<file path="config.mk">
export PLATFORM = sky130hd
export DESIGN_NAME = regfile_port_ctrl_flat
export DESIGN_NICKNAME = d
export VERILOG_FILES = /design/src/rtl/regfile_port_ctrl_pkg.sv /design/src/rtl/regfile_port_ctrl_if.sv /design/src/rtl/regfile_port_ctrl.sv /design/src/flat_wrapper.sv
export SDC_FILE = /design/constraint.sdc
export NUM_CORES = 1
export LEC_CHECK = 0
export BUFFER_PORTS_ARGS = -buffer_cell sky130_fd_sc_hd__buf_2
export CAP_MARGIN = 15
export CORE_ASPECT_RATIO = 1.4
export CORE_MARGIN = 2
export CORE_UTILIZATION = 30
export CTS_CLUSTER_SIZE = 12
export DETAILED_ROUTE_END_ITERATION = 8
export HOLD_SLACK_MARGIN = 0.08
export REMOVE_ABC_BUFFERS = 1
export SLEW_MARGIN = 20
export SYNTH_ARGS = -nofsm -noshare
export SYNTH_HDL_FRONTEND = slang
export SYNTH_SLANG_ARGS = --single-unit
</file>
<file path="constraint.sdc">
create_clock -name clk -period 4.25 [get_ports clk]
set_input_delay 0.2125 -clock clk [delete_from_list [all_inputs] [get_ports clk]]
set_output_delay 0.2125 -clock clk [all_outputs]
set_load 0.03 [all_outputs]
</file>
<file path="src/rtl/regfile_port_ctrl_pkg.sv">
// Shared definitions for the register file port controller.
// Contents: FSM state encoding, the gp/sp register indices, default boot
// values, and the boot_value() helper used by the init sweep.
package regfile_ctrl_pkg;

    localparam int unsigned IDX_W  = 5;
    localparam int unsigned DATA_W = 32;

    localparam int unsigned GP_INDEX = 28;
    localparam int unsigned SP_INDEX = 29;

    localparam logic [DATA_W-1:0] GP_INIT_DEFAULT = 32'h0000_1800;
    localparam logic [DATA_W-1:0] SP_INIT_DEFAULT = 32'h0000_2ffe;

    typedef enum logic [1:0] {
        ST_INIT = 2'd0,
        ST_IDLE = 2'd1,
        ST_DBG  = 2'd2,
        ST_ACK  = 2'd3
    } state_t;

    // Boot value of register idx: gp and sp get their init values, all others 0.
    function automatic logic [DATA_W-1:0] boot_value(
        input logic [IDX_W-1:0]  idx,
        input logic [DATA_W-1:0] gp_init,
        input logic [DATA_W-1:0] sp_init
    );
        logic [DATA_W-1:0] v;
        v = '0;
        if (idx == IDX_W'(GP_INDEX)) begin
            v = gp_init;
        end else if (idx == IDX_W'(SP_INDEX)) begin
            v = sp_init;
        end
        return v;
    endfunction

endpackage

</file>
<file path="src/rtl/regfile_port_ctrl_if.sv">
// Debug-host access port: 4-phase req/ack handshake that reads or writes one
// register per transaction.
// Ports: dbg_req, dbg_we, dbg_addr, dbg_wdata (host -> controller);
//        dbg_ack, dbg_rdata (controller -> host).
// Modports: master = debug host, slave = register file port controller.
interface regfile_port_ctrl_if #(
    parameter int unsigned WIDTH      = 32,
    parameter int unsigned ADDR_WIDTH = 5
);

    logic                  dbg_req;
    logic                  dbg_we;
    logic [ADDR_WIDTH-1:0] dbg_addr;
    logic [WIDTH-1:0]      dbg_wdata;
    logic                  dbg_ack;
    logic [WIDTH-1:0]      dbg_rdata;

    modport master (
        output dbg_req, dbg_we, dbg_addr, dbg_wdata,
        input  dbg_ack, dbg_rdata
    );

    modport slave (
        input  dbg_req, dbg_we, dbg_addr, dbg_wdata,
        output dbg_ack, dbg_rdata
    );

endinterface

</file>
<file path="src/rtl/regfile_port_ctrl.sv">
// Owns the write port and read port 1 of the 32x32 MIPS register file.
// After reset it sweeps every register to its boot value, then passes CPU
// writeback through combinationally, and slots in one-cycle debug-host
// accesses (stalling the CPU for that cycle).
// Ports:
//   clk, rst                 clock, synchronous active-high reset
//   cpu_reg_write/_write_register/_write_data/_read_register1   CPU side
//   rf_read_data1            register file read port 1 data
//   rf_reg_write/_write_register/_write_data/_read_register1    to register file
//   cpu_stall, init_busy     CPU hold request, boot sweep in progress
//   dbg                      debug-host port (slave modport)
module regfile_port_ctrl
    import regfile_ctrl_pkg::*;
#(
    parameter int unsigned     WIDTH      = 32,
    parameter int unsigned     ADDR_WIDTH = 5,
    parameter int unsigned     NUM        = 32,
    parameter logic [WIDTH-1:0] GP_INIT   = 32'h0000_1800,
    parameter logic [WIDTH-1:0] SP_INIT   = 32'h0000_2ffe
) (
    input  logic                  clk,
    input  logic                  rst,
    input  logic                  cpu_reg_write,
    input  logic [ADDR_WIDTH-1:0] cpu_write_register,
    input  logic [WIDTH-1:0]      cpu_write_data,
    input  logic [ADDR_WIDTH-1:0] cpu_read_register1,
    input  logic [WIDTH-1:0]      rf_read_data1,
    output logic                  rf_reg_write,
    output logic [ADDR_WIDTH-1:0] rf_write_register,
    output logic [WIDTH-1:0]      rf_write_data,
    output logic [ADDR_WIDTH-1:0] rf_read_register1,
    output logic                  cpu_stall,
    output logic                  init_busy,
    regfile_port_ctrl_if.slave    dbg
);

    localparam int unsigned CNT_W = (NUM > 1) ? $clog2(NUM) : 1;

    state_t                state;
    state_t                state_nxt;
    logic [CNT_W-1:0]      cnt;
    logic                  accept_c;
    logic                  cap_we;
    logic [ADDR_WIDTH-1:0] cap_addr;
    logic [WIDTH-1:0]      cap_wdata;
    logic                  ack_q;
    logic [WIDTH-1:0]      rdata_q;

    // CPU writeback has priority; a pending debug request simply waits.
    assign accept_c = (state == ST_IDLE) && dbg.dbg_req && !cpu_reg_write;

    // State register
    always_ff @(posedge clk) begin
        if (rst) begin
            state <= ST_INIT;
        end else begin
            state <= state_nxt;
        end
    end

    // Next-state logic
    always_comb begin
        state_nxt = state;
        case (state)
            ST_INIT: if (cnt == CNT_W'(NUM - 1)) state_nxt = ST_IDLE;
            ST_IDLE: if (accept_c)               state_nxt = ST_DBG;
            ST_DBG:                              state_nxt = ST_ACK;
            ST_ACK:  if (!dbg.dbg_req)           state_nxt = ST_IDLE;
            default:                             state_nxt = ST_INIT;
        endcase
    end

    // Output logic: CPU pass-through by default, overridden in INIT and DBG
    always_comb begin
        rf_reg_write      = cpu_reg_write;
        rf_write_register = cpu_write_register;
        rf_write_data     = cpu_write_data;
        rf_read_register1 = cpu_read_register1;
        cpu_stall         = 1'b0;
        init_busy         = 1'b0;
        case (state)
            ST_INIT: begin
                rf_reg_write      = 1'b1;
                rf_write_register = ADDR_WIDTH'(cnt);
                rf_write_data     = WIDTH'(boot_value(IDX_W'(cnt), DATA_W'(GP_INIT),
                                                      DATA_W'(SP_INIT)));
                cpu_stall         = 1'b1;
                init_busy         = 1'b1;
            end
            ST_DBG: begin
                cpu_stall = 1'b1;
                if (cap_we) begin
                    rf_reg_write      = 1'b1;
                    rf_write_register = cap_addr;
                    rf_write_data     = cap_wdata;
                end else begin
                    rf_reg_write      = 1'b0;
                    rf_read_register1 = cap_addr;
                end
            end
            default: ;
        endcase
    end

    // Init counter, request capture and debug response registers
    always_ff @(posedge clk) begin
        if (rst) begin
            cnt       <= '0;
            cap_we    <= 1'b0;
            cap_addr  <= '0;
            cap_wdata <= '0;
            ack_q     <= 1'b0;
            rdata_q   <= '0;
        end else begin
            if (state == ST_INIT && cnt != CNT_W'(NUM - 1)) begin
                cnt <= cnt + CNT_W'(1);
            end
            if (accept_c) begin
                cap_we    <= dbg.dbg_we;
                cap_addr  <= dbg.dbg_addr;
                cap_wdata <= dbg.dbg_wdata;
            end
            if (state == ST_DBG) begin
                ack_q <= 1'b1;
                if (!cap_we) begin
                    rdata_q <= rf_read_data1;
                end
            end else if (state == ST_ACK && !dbg.dbg_req) begin
                ack_q <= 1'b0;
            end
        end
    end

    assign dbg.dbg_ack   = ack_q;
    assign dbg.dbg_rdata = rdata_q;

endmodule

</file>
<file path="src/flat_wrapper.sv">
// flat-port wrapper written by rule: the top's interface ports become plain ports
module regfile_port_ctrl_flat import regfile_ctrl_pkg::*;
#(
    parameter int unsigned     WIDTH      = 32,
    parameter int unsigned     ADDR_WIDTH = 5,
    parameter int unsigned     NUM        = 32,
    parameter logic [WIDTH-1:0] GP_INIT   = 32'h0000_1800,
    parameter logic [WIDTH-1:0] SP_INIT   = 32'h0000_2ffe
)
  (clk, rst, cpu_reg_write, cpu_write_register, cpu_write_data, cpu_read_register1, rf_read_data1, rf_reg_write, rf_write_register, rf_write_data, rf_read_register1, cpu_stall, init_busy, dbg_dbg_req, dbg_dbg_we, dbg_dbg_addr, dbg_dbg_wdata, dbg_dbg_ack, dbg_dbg_rdata);
  regfile_port_ctrl_if #(.WIDTH(WIDTH), .ADDR_WIDTH(ADDR_WIDTH)) dbg_i ();
  input  logic clk;
  input  logic rst;
  input  logic cpu_reg_write;
  input  logic [ADDR_WIDTH-1:0] cpu_write_register;
  input  logic [WIDTH-1:0] cpu_write_data;
  input  logic [ADDR_WIDTH-1:0] cpu_read_register1;
  input  logic [WIDTH-1:0] rf_read_data1;
  output logic rf_reg_write;
  output logic [ADDR_WIDTH-1:0] rf_write_register;
  output logic [WIDTH-1:0] rf_write_data;
  output logic [ADDR_WIDTH-1:0] rf_read_register1;
  output logic cpu_stall;
  output logic init_busy;
  input wire logic [$bits(dbg_i.dbg_req)-1:0] dbg_dbg_req;
  input wire logic [$bits(dbg_i.dbg_we)-1:0] dbg_dbg_we;
  input wire logic [$bits(dbg_i.dbg_addr)-1:0] dbg_dbg_addr;
  input wire logic [$bits(dbg_i.dbg_wdata)-1:0] dbg_dbg_wdata;
  output wire logic [$bits(dbg_i.dbg_ack)-1:0] dbg_dbg_ack;
  output wire logic [$bits(dbg_i.dbg_rdata)-1:0] dbg_dbg_rdata;
  assign dbg_i.dbg_req = dbg_dbg_req;
  assign dbg_i.dbg_we = dbg_dbg_we;
  assign dbg_i.dbg_addr = dbg_dbg_addr;
  assign dbg_i.dbg_wdata = dbg_dbg_wdata;
  assign dbg_dbg_ack = dbg_i.dbg_ack;
  assign dbg_dbg_rdata = dbg_i.dbg_rdata;
  regfile_port_ctrl #(.WIDTH(WIDTH), .ADDR_WIDTH(ADDR_WIDTH), .NUM(NUM), .GP_INIT(GP_INIT), .SP_INIT(SP_INIT)) u_core (.clk(clk), .rst(rst), .cpu_reg_write(cpu_reg_write), .cpu_write_register(cpu_write_register), .cpu_write_data(cpu_write_data), .cpu_read_register1(cpu_read_register1), .rf_read_data1(rf_read_data1), .rf_reg_write(rf_reg_write), .rf_write_register(rf_write_register), .rf_write_data(rf_write_data), .rf_read_register1(rf_read_register1), .cpu_stall(cpu_stall), .init_busy(init_busy), .dbg(dbg_i));
endmodule
</file>
### Word level (Yosys, flattened, before mapping)

Cells that the tools add are included.

* multiplexer cells: 18
* equality and inequality tests: 10
* shift-type cells: 0
* add/subtract/negate cells: 1
* order comparisons: 0
* reduce and logical (&&, ||, !) cells: 11
* multiply operators: 0
* bitwise operators: 1
* div/mod/pow operators: 0

Operators with widths (count)
* $mux W32: 2
* $pmux W32 S2: 1
* $eq A5 B5 Y1 const B: 3
* $mux W5: 3
* $mux W14: 1
* $pmux W5 S2: 1
* $pmux W2 S4: 1
* $mux W2: 3
* $add A5 B1 Y5 const B: 1
* $mux W1: 5
* $ne A5 B5 Y1 const B: 1
* $eq A2 B2 Y1 const B: 2
* $logic_and A1 B1 Y1: 4
* $ne A2 B1 Y1 const B: 2
* $reduce_and A3 Y1: 1
* $eq A2 B1 Y1 const B: 1
* $logic_not A1 Y1: 2
* $logic_not A2 Y1: 1
* $ne A2 B2 Y1 const B: 1
* $pmux W1 S2: 1
* $reduce_and A2 Y1: 1
* $reduce_bool A2 Y1: 1
* $reduce_or A2 Y1: 1
* $not A1 Y1: 1

* input port bits: 116
* register bits: 78
* output and inout port bits: 78
* logic and storage cells: 48
* bits in latches: 0
* bits in read-only memories: 0
* memories: 0
* RAM bits: 0

### Longest topological paths before layout

Gate-level depths: netlist of the first run.

* depth after elaboration: 5
* mapped depth: 7
* gate-level depth less buffers: 6

### Least setup slack after synthesis of the first run

OpenSTA, ideal clock, no wires.

* kind: reg2out
* from: register u_core.state[0]
* to: output port rf_write_data[0]
* arrival time: 1.726 ns
* stages on the path, launching flop included: 7
* setup slack: 2.311 ns
* data required time: 4.038 ns
* path through: dfxtp_1 -> inv_1 -> ha_1 -> buf_2 -> mux2i_1 -> buf_2 -> a22o_1

* cells in the longest elaborated chain, start to end: 2
* elaborated cells between the ends (all ways): 3
* those cells by class: 1 x eq/ne; 1 x mux; 1 x reduce/logical

Ends and longest elaborated chain
* from (decl): RTL line regfile_port_ctrl.sv:39 `state_t state;`
* from (signal assigned): RTL line regfile_port_ctrl.sv:57 `state <= state_nxt;`
* $eq A2 B2 Y1 / $logic_not A2 Y1 (equally long branches): RTL line regfile_port_ctrl.sv:81 `case (state)`
* $pmux W32 S2 (*): RTL line regfile_port_ctrl.sv:81
* to (decl): RTL line flat_wrapper.sv:21 `output logic [WIDTH-1:0] rf_write_data;`

Mark *: on every way between the ends. The rest lies on a longest branch, timed or not.

### Worst setup path after layout of the first run

* from: register u_core.state[0]
* to: output port rf_write_data[3]

Same word-level chain as after synthesis.

==> flow_metrics.py, run 1 <==
metrics = {
    "grt": {
        "grt_use_met3": 0.0505,
        "global_route.usage.met1": 0.177,
        "grt_use_met2": 0.288,
        "grt_pass1_wl_um": 16100,
        "grt_overflow": 0,
        "grt_max_degree": 42,
        "grt-busiest-layer": "met2",
        "grt_pass1_vias": 3544,
        "grt.total_usage": 0.159,
        "antenna_found_initial": 0,
    },
    "floorplanning": {
        "dieArea_mm2": 0.0125,
        "die_w_um": 95.2,
        "die_h_um": 132,
        "start_util": 0.308,
        "fp-row-count": 46,
        "io_pins": 194,
        "core_area_mm2": 0.0113,
    },
    "cells_and_area": {
        "nNetsFinal": 749,
        "seq_area_mm2": 0.00156,
        "fin_area_mm2": 0.00487,
        "area_growth_syn_to_layout_pct": 39.4,
        "drive_gt1_frac": 0.346,
        "multiInputGateArea_mm2": 0.00172,
        "fin_util": 0.430,
        "num_antenna_cells": 0,
        "fill_cells": 1223,
    },
    "sta": {
        "period_share": 0.623,
        "rsz0062_at_grt": "false",
        "setup_ws_ps": 1600,
        "finalSetupTns_ps": 0,
        "setup_viol": 0,
        "hold_violations": 0,
        "clock_skew_ps": 6.92,
        "fin_crit_ps": 2650,
        "slew_viol_final": 0,
        "max_freq_mhz": 378,
        "relSlewSlack": 0.351,
        "whs_ps": 121,
        "worst_pin_slew_ps": 953,
    },
    "yosys": {
        "synth_area_mm2": 0.00349,
        "syn_area_per_cell_um2": 7.73,
        "ys_ff_latch": 78,
        "syn_inst": 452,
        "synthDistinctLibCells": 32,
        "yosysWarnings": 0,
        "ys_seq_area_frac": 0.447,
    },
    "worst_setup_path": {
        "crit_chain": "inv_1 -> ha_1 -> mux2i_4 -> a22oi_1 -> nand2_1 -> buf_2",
        "slowest_stage": "mux2i_4",
        "arrival_ps": 2430,
        "slowest_delay_ps": 810,
        "critical_path_buf_inv_count": 2,
        "crit_required_ps": 4040,
        "crit_path_end_kind": "output pin",
        "worstSetupStartpointType": "register",
        "cp_max_fo": 32,
        "critical_path.top_delay_family": "multiplexers",
        "critPathKind": "register to output pin",
    },
    "routing": {
        "drt-initial-drc-count": 116,
        "drc_errors": 0,
        "routedWlPerCell_um": 13.2,
        "ant_nets": 0,
        "routed_wl_um": 10200,
        "vias": 3635,
        "vias_per_cell": 4.70,
        "drt_pass1_iterations": 4,
    },
    "power": {
        "vdd_drop_max_uv": 292,
        "p_leak_nw": 2.24,
        "p_per_area_mw_per_mm2": 521,
    },
    "placement": {
        "pre_cts_ws_ps": 1730,
        "dp_hpwl_um": 7530,
        "gp_congestion": 0.826,
        "place_area_mm2": 0.00450,
        "io_buffers": 193,
    },
    "cts": {
        "clk_pin_slew_worst_paths_ps": 60,
        "htreeDepth": 3,
        "clk-insertion-delay-late_ps": 320,
        "numCtsBuffers": 9,
        "cts_root_buf": "clkbuf_16",
        "cts_buffer_depth": 2,
        "cts_sinks": 78,
        "cts_hold_buffers": 0,
        "cts.repair.resized": 0,
        "post_cts.repair.setup_buffers": 0,
        "tritoncts": "yes",
    },
    "run": {
        "maxCapViolCount": 0,
    },
    "worst_hold_path": {
        "hold_class": "input port to register",
    },
    "status": {
        "status": "finished, final reports clean",
    },
}
-- power breakdown --
group,total (W),switching (W),internal (W)
combinational,0.000784,0.000522,0.000263
sequential,0.000816,0.0000408,0.000775
clock,0.000938,0.000290,0.000648
total,0.00254,0.000852,0.00169
-- worst register-to-register path, stage by stage, from the launching register on --
cell     delay, ps
dfxtp_1        380
ha_1           230
and3_1         180
ha_1           180
nor2b_1        480
nand4_1        180
mux2_2         290
-- layout make-up --
class / count / share of cell area
clock buffer: 10 / 0.0491
tap: 144 / 0.0370
timing repair buffer: 198 / 0.206
inverter: 8 / 0.00616
sequential: 78 / 0.321
clock inverter: 6 / 0.0272
multi-input combinational: 330 / 0.354
-- registers in the layout, indices dropped and copies added, names as in the netlist --
name	flops
u_core.cap_wdata	32
u_core.dbg.dbg_rdata	32
u_core.cap_addr	5
u_core.cnt	5
u_core.state	2
u_core.cap_we	1
u_core.dbg.dbg_ack	1
-- synth_stat cells --
cell type	n	area [um2]
o21ai_0	7	35.0
ha_1	8	100
and3b_1	1	8.76
clkbuf_1	8	30.0
nand2b_1	4	25.0
a22oi_1	16	120
a21oi_1	72	360
nand3b_1	3	22.5
or3_1	1	6.26
buf_4	3	22.5
a211oi_1	1	7.51
buf_6	3	33.8
a211o_1	1	8.76
buf_1	2	7.51
buf_2	20	100
mux2i_1	9	90.1
xnor2_1	1	8.76
a222oi_1	1	10.0
nand3_1	1	5.00
a22o_1	19	166
o31ai_1	1	7.51
and3_1	1	6.26
and4_1	1	8.76
nor2_1	6	22.5
nand2_1	168	631
nor2b_1	3	18.8
nand4_1	1	6.26
xor2_1	1	8.76
and2_1	2	12.5
mux2_2	1	11.3
inv_1	8	30.0
dfxtp_1	78	1560
-- stage by stage --
step           instances  power [W]
6_report             774    0.00254
5_1_grt              774    0.00267
4_1_cts              774    0.00257
3_5_place_dp         758    0.00162
3_3_place_gp         758    0.00161
2_1_floorplan        416    0.00136
-- cells in the final DEF (no fill, tap or decap), types with 2 or more instances in the layout --
master     count
nor2b_1        2
ha_1           8
inv_1          8
a22oi_1       16
clkbuf_16      9
buf_4          5
nor2_1         6
nand2_1      168
nand3b_1       3
mux2i_1        8
buf_2        193
dfxtp_1       78
nand2b_1       4
o21ai_0        7
a21oi_1       72
a22o_1        19
bufinv_16      4
-- logic make-up (layout without fill, tap and decap cells) --
family,count (synthesis),in the layout,share of synthesized area
AO/OA/AOI/OAI,118,118,0.205
XOR/XNOR,2,2,0.00502
adder cells (fa/ha/maj),8,8,0.0287
buffers and inverters,44,222,0.0641
flip-flops,78,78,0.447
multiplexers,10,10,0.0290
AND/OR/NAND/NOR,192,192,0.221
-- metal layers --
metal,vias up,part of all wire
met1,1645,0.40
met5,-,0
met4,0,0.0078
met3,5,0.083
met2,128,0.50
li1,1857,-
-- path summary, 6_finish.rpt --
| check | startpoint | endpoint | cells after the start | slack, ps |
|---|---|---|---|---|
| setup / recovery | u_core.state[0]$_SDFFE_PP0P_ | rf_write_data[3] | 6 | 1600 |
| setup reg to reg | u_core.cnt[0]$_SDFFE_PP0P_ | u_core.cnt[3]$_SDFFE_PP0P_ | 6 | 2220 |
| hold / removal | rf_read_data1[22] | u_core.dbg.dbg_rdata[22]$_SDFFE_PP0P_ | 3 | 120 |
| hold reg to reg | u_core.dbg.dbg_rdata[23]$_SDFFE_PP0P_ | u_core.dbg.dbg_rdata[23]$_SDFFE_PP0P_ | 2 | 450 |
Note: power is estimated with default switching activity, not from simulation.
==> run 2, diff against run 1 <==
Clock period 4.25 ns to 2.2 ns, I/O delays scaled along.
==> flow_metrics.py, run 2 (same netlist as run 1, synthesis figures left out) <==
metrics = {
    "status": {
        "status": "finished, final reports clean",
    },
    "floorplanning": {
        "dieArea_mm2": 0.0125,
        "fp-row-count": 46,
        "io_pins": 194,
        "start_util": 0.308,
        "core_area_mm2": 0.0113,
        "die_h_um": 132,
        "die_w_um": 95.2,
    },
    "worst_hold_path": {
        "hold_depth": 3,
        "holdPathEnd": "u_core.dbg.dbg_ack$_SDFFE_PP0P_",
        "hold_class": "input port to register",
        "worstHoldStart": "dbg_dbg_req",
    },
    "power": {
        "p_sw_w": 0.00169,
        "vdd_drop_max_uv": 344,
        "finalPower_w": 0.00472,
        "power.share.switching": 0.359,
        "power.internal_w": 0.00303,
        "p_leak_nw": 2.55,
        "sequentialPowerShare": 0.331,
        "p_per_area_mw_per_mm2": 840,
        "clockPowerShare": 0.305,
        "comb_power_share": 0.364,
    },
    "grt": {
        "grt_max_degree": 50,
        "grt_pass1_vias": 4024,
        "grt_overflow": 0,
        "grt.total_usage": 0.177,
        "grt_pass1_wl_um": 18000,
        "antenna_found_initial": 0,
    },
    "routing": {
        "drt_pass1_iterations": 4,
        "routed_wl_um": 11200,
        "vias_per_cell": 4.73,
        "ant_nets": 0,
        "vias": 4032,
        "routedWlPerCell_um": 13.2,
        "drc_errors": 0,
        "drt-initial-drc-count": 125,
    },
    "sta": {
        "max_freq_mhz": 488,
        "clock_skew_ps": 4.31,
        "worst_pin_slew_ps": 585,
        "rsz0062_at_grt": "false",
        "slew_viol_final": 0,
        "whs_ps": 163,
        "fin_crit_ps": 2050,
        "hold_violations": 0,
        "period_share": 0.932,
        "relSlewSlack": 0.610,
        "setup_viol": 0,
    },
    "worst_setup_path": {
        "crit_chain": "inv_1 -> ha_2 -> and2_1 -> buf_6 -> a22oi_1 -> nand2_1 -> buf_2",
        "slowest_stage": "dfxtp_1",
        "cp_max_fo": 30,
        "worst_r2r_path_depth": 7,
        "critical_path_buf_inv_count": 3,
        "crit_required_ps": 2090,
        "worstSetupStartpointType": "register",
        "crit_path_end_kind": "output pin",
        "critPathKind": "register to output pin",
        "r2r_start": "u_core.cnt[1]$_SDFFE_PP0P_",
        "arrival_ps": 1940,
        "critical_path.top_delay_family": "buffers and inverters",
        "reg2reg_to": "u_core.state[0]$_SDFFE_PP0P_",
        "reg2reg_setup_slack_ps": 480,
        "slowest_delay_ps": 340,
    },
    "placement": {
        "dp.cells": 765,
        "dp_hpwl_um": 7810,
        "gp_congestion": 0.797,
        "io_buffers": 193,
        "place_area_mm2": 0.00460,
    },
    "cells_and_area": {
        "fin_area_mm2": 0.00562,
        "fin_util": 0.495,
        "final_common_cell": "buf_2",
        "finalNonFillerCells": 852,
        "drive_gt1_frac": 0.319,
        "final_cell_mix": "buf_2, nand2_1, dfxtp_1",
        "num_antenna_cells": 0,
        "area_growth_syn_to_layout_pct": 60.8,
        "fill_cells": 1083,
        "nNetsFinal": 827,
    },
    "cts": {
        "cts_root_buf": "clkbuf_16",
        "tritoncts": "yes",
        "cts_sinks": 78,
        "numCtsBuffers": 9,
        "clk_pin_slew_worst_paths_ps": 60,
        "htreeDepth": 3,
        "clk-insertion-delay-late_ps": 330,
        "cts_buffer_depth": 2,
    },
    "run": {
        "maxCapViolCount": 0,
    },
}
## run 2: cell types whose count changed in the layout (fill, tap and decap cells not counted), sizes merged
cell and change:
buf +8, dlygate4sd3 +70, bufinv -3, clkinvlp +2, clkinv +1
## run 2: power by group through the flow
stage                     Sequential (W)  Clock (W)  Combinational (W)
after detailed placement         0.00159          0            0.00160
final                            0.00156    0.00144            0.00172
after global placement           0.00159          0            0.00157
after global routing             0.00157    0.00153            0.00186
after floorplan                  0.00161          0            0.00101
after CTS                        0.00156    0.00149            0.00171
## run 2: per-layer routing
| layer | global-route usage | wire length, um |
|---|---|---|
| met4 | 0.0765 | 277 |
| met3 | 0.0321 | 829 |
| met2 | 0.324 | 5720 |
| met5 | 0 | 0 |
| met1 | 0.192 | 4420 |
## run 2: area by class of cell
cell class,instances,area [um2],share of cell area
multi-input cells,330,1730,0.308
well taps,144,180,0.0321
clock inverters,6,62.6,0.0111
flip-flops and latches,78,1560,0.278
inverters,8,30.0,0.00535
clock buffers,10,229,0.0408
repair buffers,276,1830,0.325
## run 2: repair_timing
| item | CTS | global route |
|---|---|---|
| cloned | 0 | 0 |
| endpoints found under the hold margin | 70 | 0 |
| resized for setup | 3 | 2 |
| buffers inserted | 0 | 1 |
| pin swaps | 0 | 1 |
| endpoints found under the setup margin | 15 | 31 |
| hold buffers | 70 | 0 |
## run 2: how the worst max path moves through the flow
stage | startpoint | endpoint | slack (ps) | depth (start not counted)
2_1_floorplan | u_core.state[0]$_SDFFE_PP0P_ | rf_write_data[12] | -500 | 5
3_3_place_gp | u_core.state[0]$_SDFFE_PP0P_ | rf_write_data[3] | 370 | 6
3_5_place_dp | u_core.state[1]$_SDFFE_PP0P_ | rf_write_data[3] | 270 | 6
4_1_cts | u_core.state[0]$_SDFFE_PP0P_ | rf_write_data[3] | 20 | 6
5_1_grt | u_core.state[0]$_SDFFE_PP0P_ | rf_write_data[7] | 20 | 7
6_report | u_core.state[0]$_SDFFE_PP0P_ | rf_write_data[9] | 150 | 7
## run 2: stage by stage
step / setup slack [ps] / setup TNS [ps]
3_5_place_dp: 269 / 0
5_1_grt: 19.5 / 0
4_1_cts: 22.9 / 0
3_3_place_gp: 373 / 0
2_1_floorplan: -499 / -15240
6_report: 150 / 0
## run 2: worst register-to-register path, stage by stage (launching register included)
cell     delay (ps)
dfxtp_1         420
ha_1            210
and3_1          160
ha_1            150
nor2b_1          60
buf_4           160
or3_1           340
a21oi_1         140
==> run 3, diff against run 2 <==
Settings changed: CTS_CLUSTER_DIAMETER from default to 100.
Clock period 2.2 ns to 2.28 ns, I/O delays scaled along.
==> flow_metrics.py, run 3 (same netlist as run 1, synthesis figures left out) <==
metrics = {
    "grt": {
        "grt_pass1_wl_um": 17600,
        "grt.total_usage": 0.173,
        "grt_overflow": 0,
        "antenna_found_initial": 0,
        "grt_max_degree": 50,
        "grt_pass1_vias": 3861,
    },
    "cells_and_area": {
        "num_antenna_cells": 0,
        "final_cell_mix": "buf_2, nand2_1, dfxtp_1",
        "area_growth_syn_to_layout_pct": 59.5,
        "fill_cells": 1093,
        "drive_gt1_frac": 0.319,
        "final_common_cell": "buf_2",
        "nNetsFinal": 825,
        "finalNonFillerCells": 850,
    },
    "routing": {
        "routed_wl_um": 11200,
        "vias_per_cell": 4.65,
        "drt-initial-drc-count": 159,
        "drc_errors": 0,
        "ant_nets": 0,
        "vias": 3951,
        "drt_pass1_iterations": 4,
        "routedWlPerCell_um": 13.2,
    },
    "sta": {
        "rsz0062_at_grt": "false",
        "relSlewSlack": 0.600,
        "worst_pin_slew_ps": 600,
        "max_freq_mhz": 480,
        "setup_ws_ps": 199,
        "period_share": 0.913,
        "setup_viol": 0,
        "clock_skew_ps": 4.28,
        "hold_violations": 0,
        "slew_viol_final": 0,
        "fin_crit_ps": 2080,
    },
    "floorplanning": {
        "die_w_um": 95.2,
        "dieArea_mm2": 0.0125,
        "fp-row-count": 46,
        "core_area_mm2": 0.0113,
        "die_h_um": 132,
        "start_util": 0.308,
        "io_pins": 194,
    },
    "power": {
        "p_sw_w": 0.00162,
        "comb_power_share": 0.366,
        "p_leak_nw": 2.53,
        "power.share.switching": 0.366,
        "power.internal_w": 0.00282,
        "clockPowerShare": 0.291,
        "sequentialPowerShare": 0.343,
        "vdd_drop_max_uv": 348,
        "p_per_area_mw_per_mm2": 797,
    },
    "run": {
        "maxCapViolCount": 0,
    },
    "cts": {
        "htreeDepth": 3,
        "cts_buffer_depth": 2,
        "cts_root_buf": "clkbuf_16",
        "clk-insertion-delay-late_ps": 330,
        "cts_sinks": 78,
        "clk_pin_slew_worst_paths_ps": 60,
        "tritoncts": "yes",
        "numCtsBuffers": 9,
    },
    "placement": {
        "gp_congestion": 0.719,
        "io_buffers": 193,
        "dp_hpwl_um": 7860,
        "dp.cells": 763,
        "pre_cts_ws_ps": 337,
    },
    "worst_setup_path": {
        "arrival_ps": 1970,
        "cp_max_fo": 30,
        "worst_r2r_path_depth": 6,
        "critPathKind": "register to output pin",
        "crit_path_end_kind": "output pin",
        "worstSetupStartpointType": "register",
        "crit_required_ps": 2170,
    },
    "worst_hold_path": {
        "hold_class": "input port to register",
        "hold_depth": 3,
    },
    "status": {
        "status": "finished, final reports clean",
    },
}
-- run 3: cell count changes in the layout (fill, tap and decap cells not counted), sizes merged --
| cell | delta |
|---|---|
| buf | -2 |
| clkinv | +1 |
| bufinv | -1 |
-- run 3: final cells by class --
type,instances,area [um2],share of cell area
Inverter,8,30.0,0.00539
Clock inverter,6,37.5,0.00674
Tap cell,144,180,0.0323
Clock buffer,10,239,0.0429
Sequential cell,78,1560,0.280
Timing Repair Buffer,274,1790,0.322
Multi-Input combinational cell,330,1730,0.310
-- run 3: timing repair --
action,4_1_cts,5_1_grt
endpoints found under the hold margin,70,0
pin swaps,0,1
gates cloned,0,0
buffers inserted,0,1
endpoints found under the setup margin,2,33
hold buffers,70,0
gates resized for setup,1,3
-- run 3: per-layer routing --
layer	vias up	track usage	wire length, um
li1	2007	-	-
met1	1753	0.203	4660
met2	162	0.298	5540
met3	29	0.0292	711
met4	0	0.0837	320
met5	-	0	0
-- run 3: critical path, cell delays in order, from the launching register on --
cell and delay (ps):
dfxtp_1 340, inv_1 100, ha_2 260, mux2i_4 290, buf_6 260, a22o_1 180, buf_2 190
-- run 3: path summary, 6_finish.rpt --
path	from	to	slack, ps
max	u_core.state[0]$_SDFFE_PP0P_	rf_write_data[23]	200
min	dbg_dbg_req	u_core.dbg.dbg_ack$_SDFFE_PP0P_	150
max reg2reg	u_core.state[0]$_SDFFE_PP0P_	u_core.dbg.dbg_rdata[9]$_SDFFE_PP0P_	350
min reg2reg	u_core.dbg.dbg_rdata[27]$_SDFFE_PP0P_	u_core.dbg.dbg_rdata[27]$_SDFFE_PP0P_	450
-- run 3: per-stage QoR --
stage               cell area, um2  power, W   util  TNS [ps]  hold WS [ps]
floorplan                     3300   0.00253      -    -12430           183
global placement              4570   0.00303  0.403         0           354
detailed placement            4570   0.00307  0.403         0           361
CTS                           5550   0.00448  0.490         0           138
global route                  5570   0.00468  0.491         0           174
finish                        5570   0.00444  0.491         0           149
-- run 3: power by group through the flow --
stage | Combinational (W) | Sequential [W] | Clock (W)
2_1_floorplan | 0.000979 | 0.00156 | 0
3_3_place_gp | 0.00148 | 0.00155 | 0
3_5_place_dp | 0.00152 | 0.00155 | 0
4_1_cts | 0.00162 | 0.00152 | 0.00134
5_1_grt | 0.00176 | 0.00153 | 0.00139
6_report | 0.00162 | 0.00152 | 0.00129
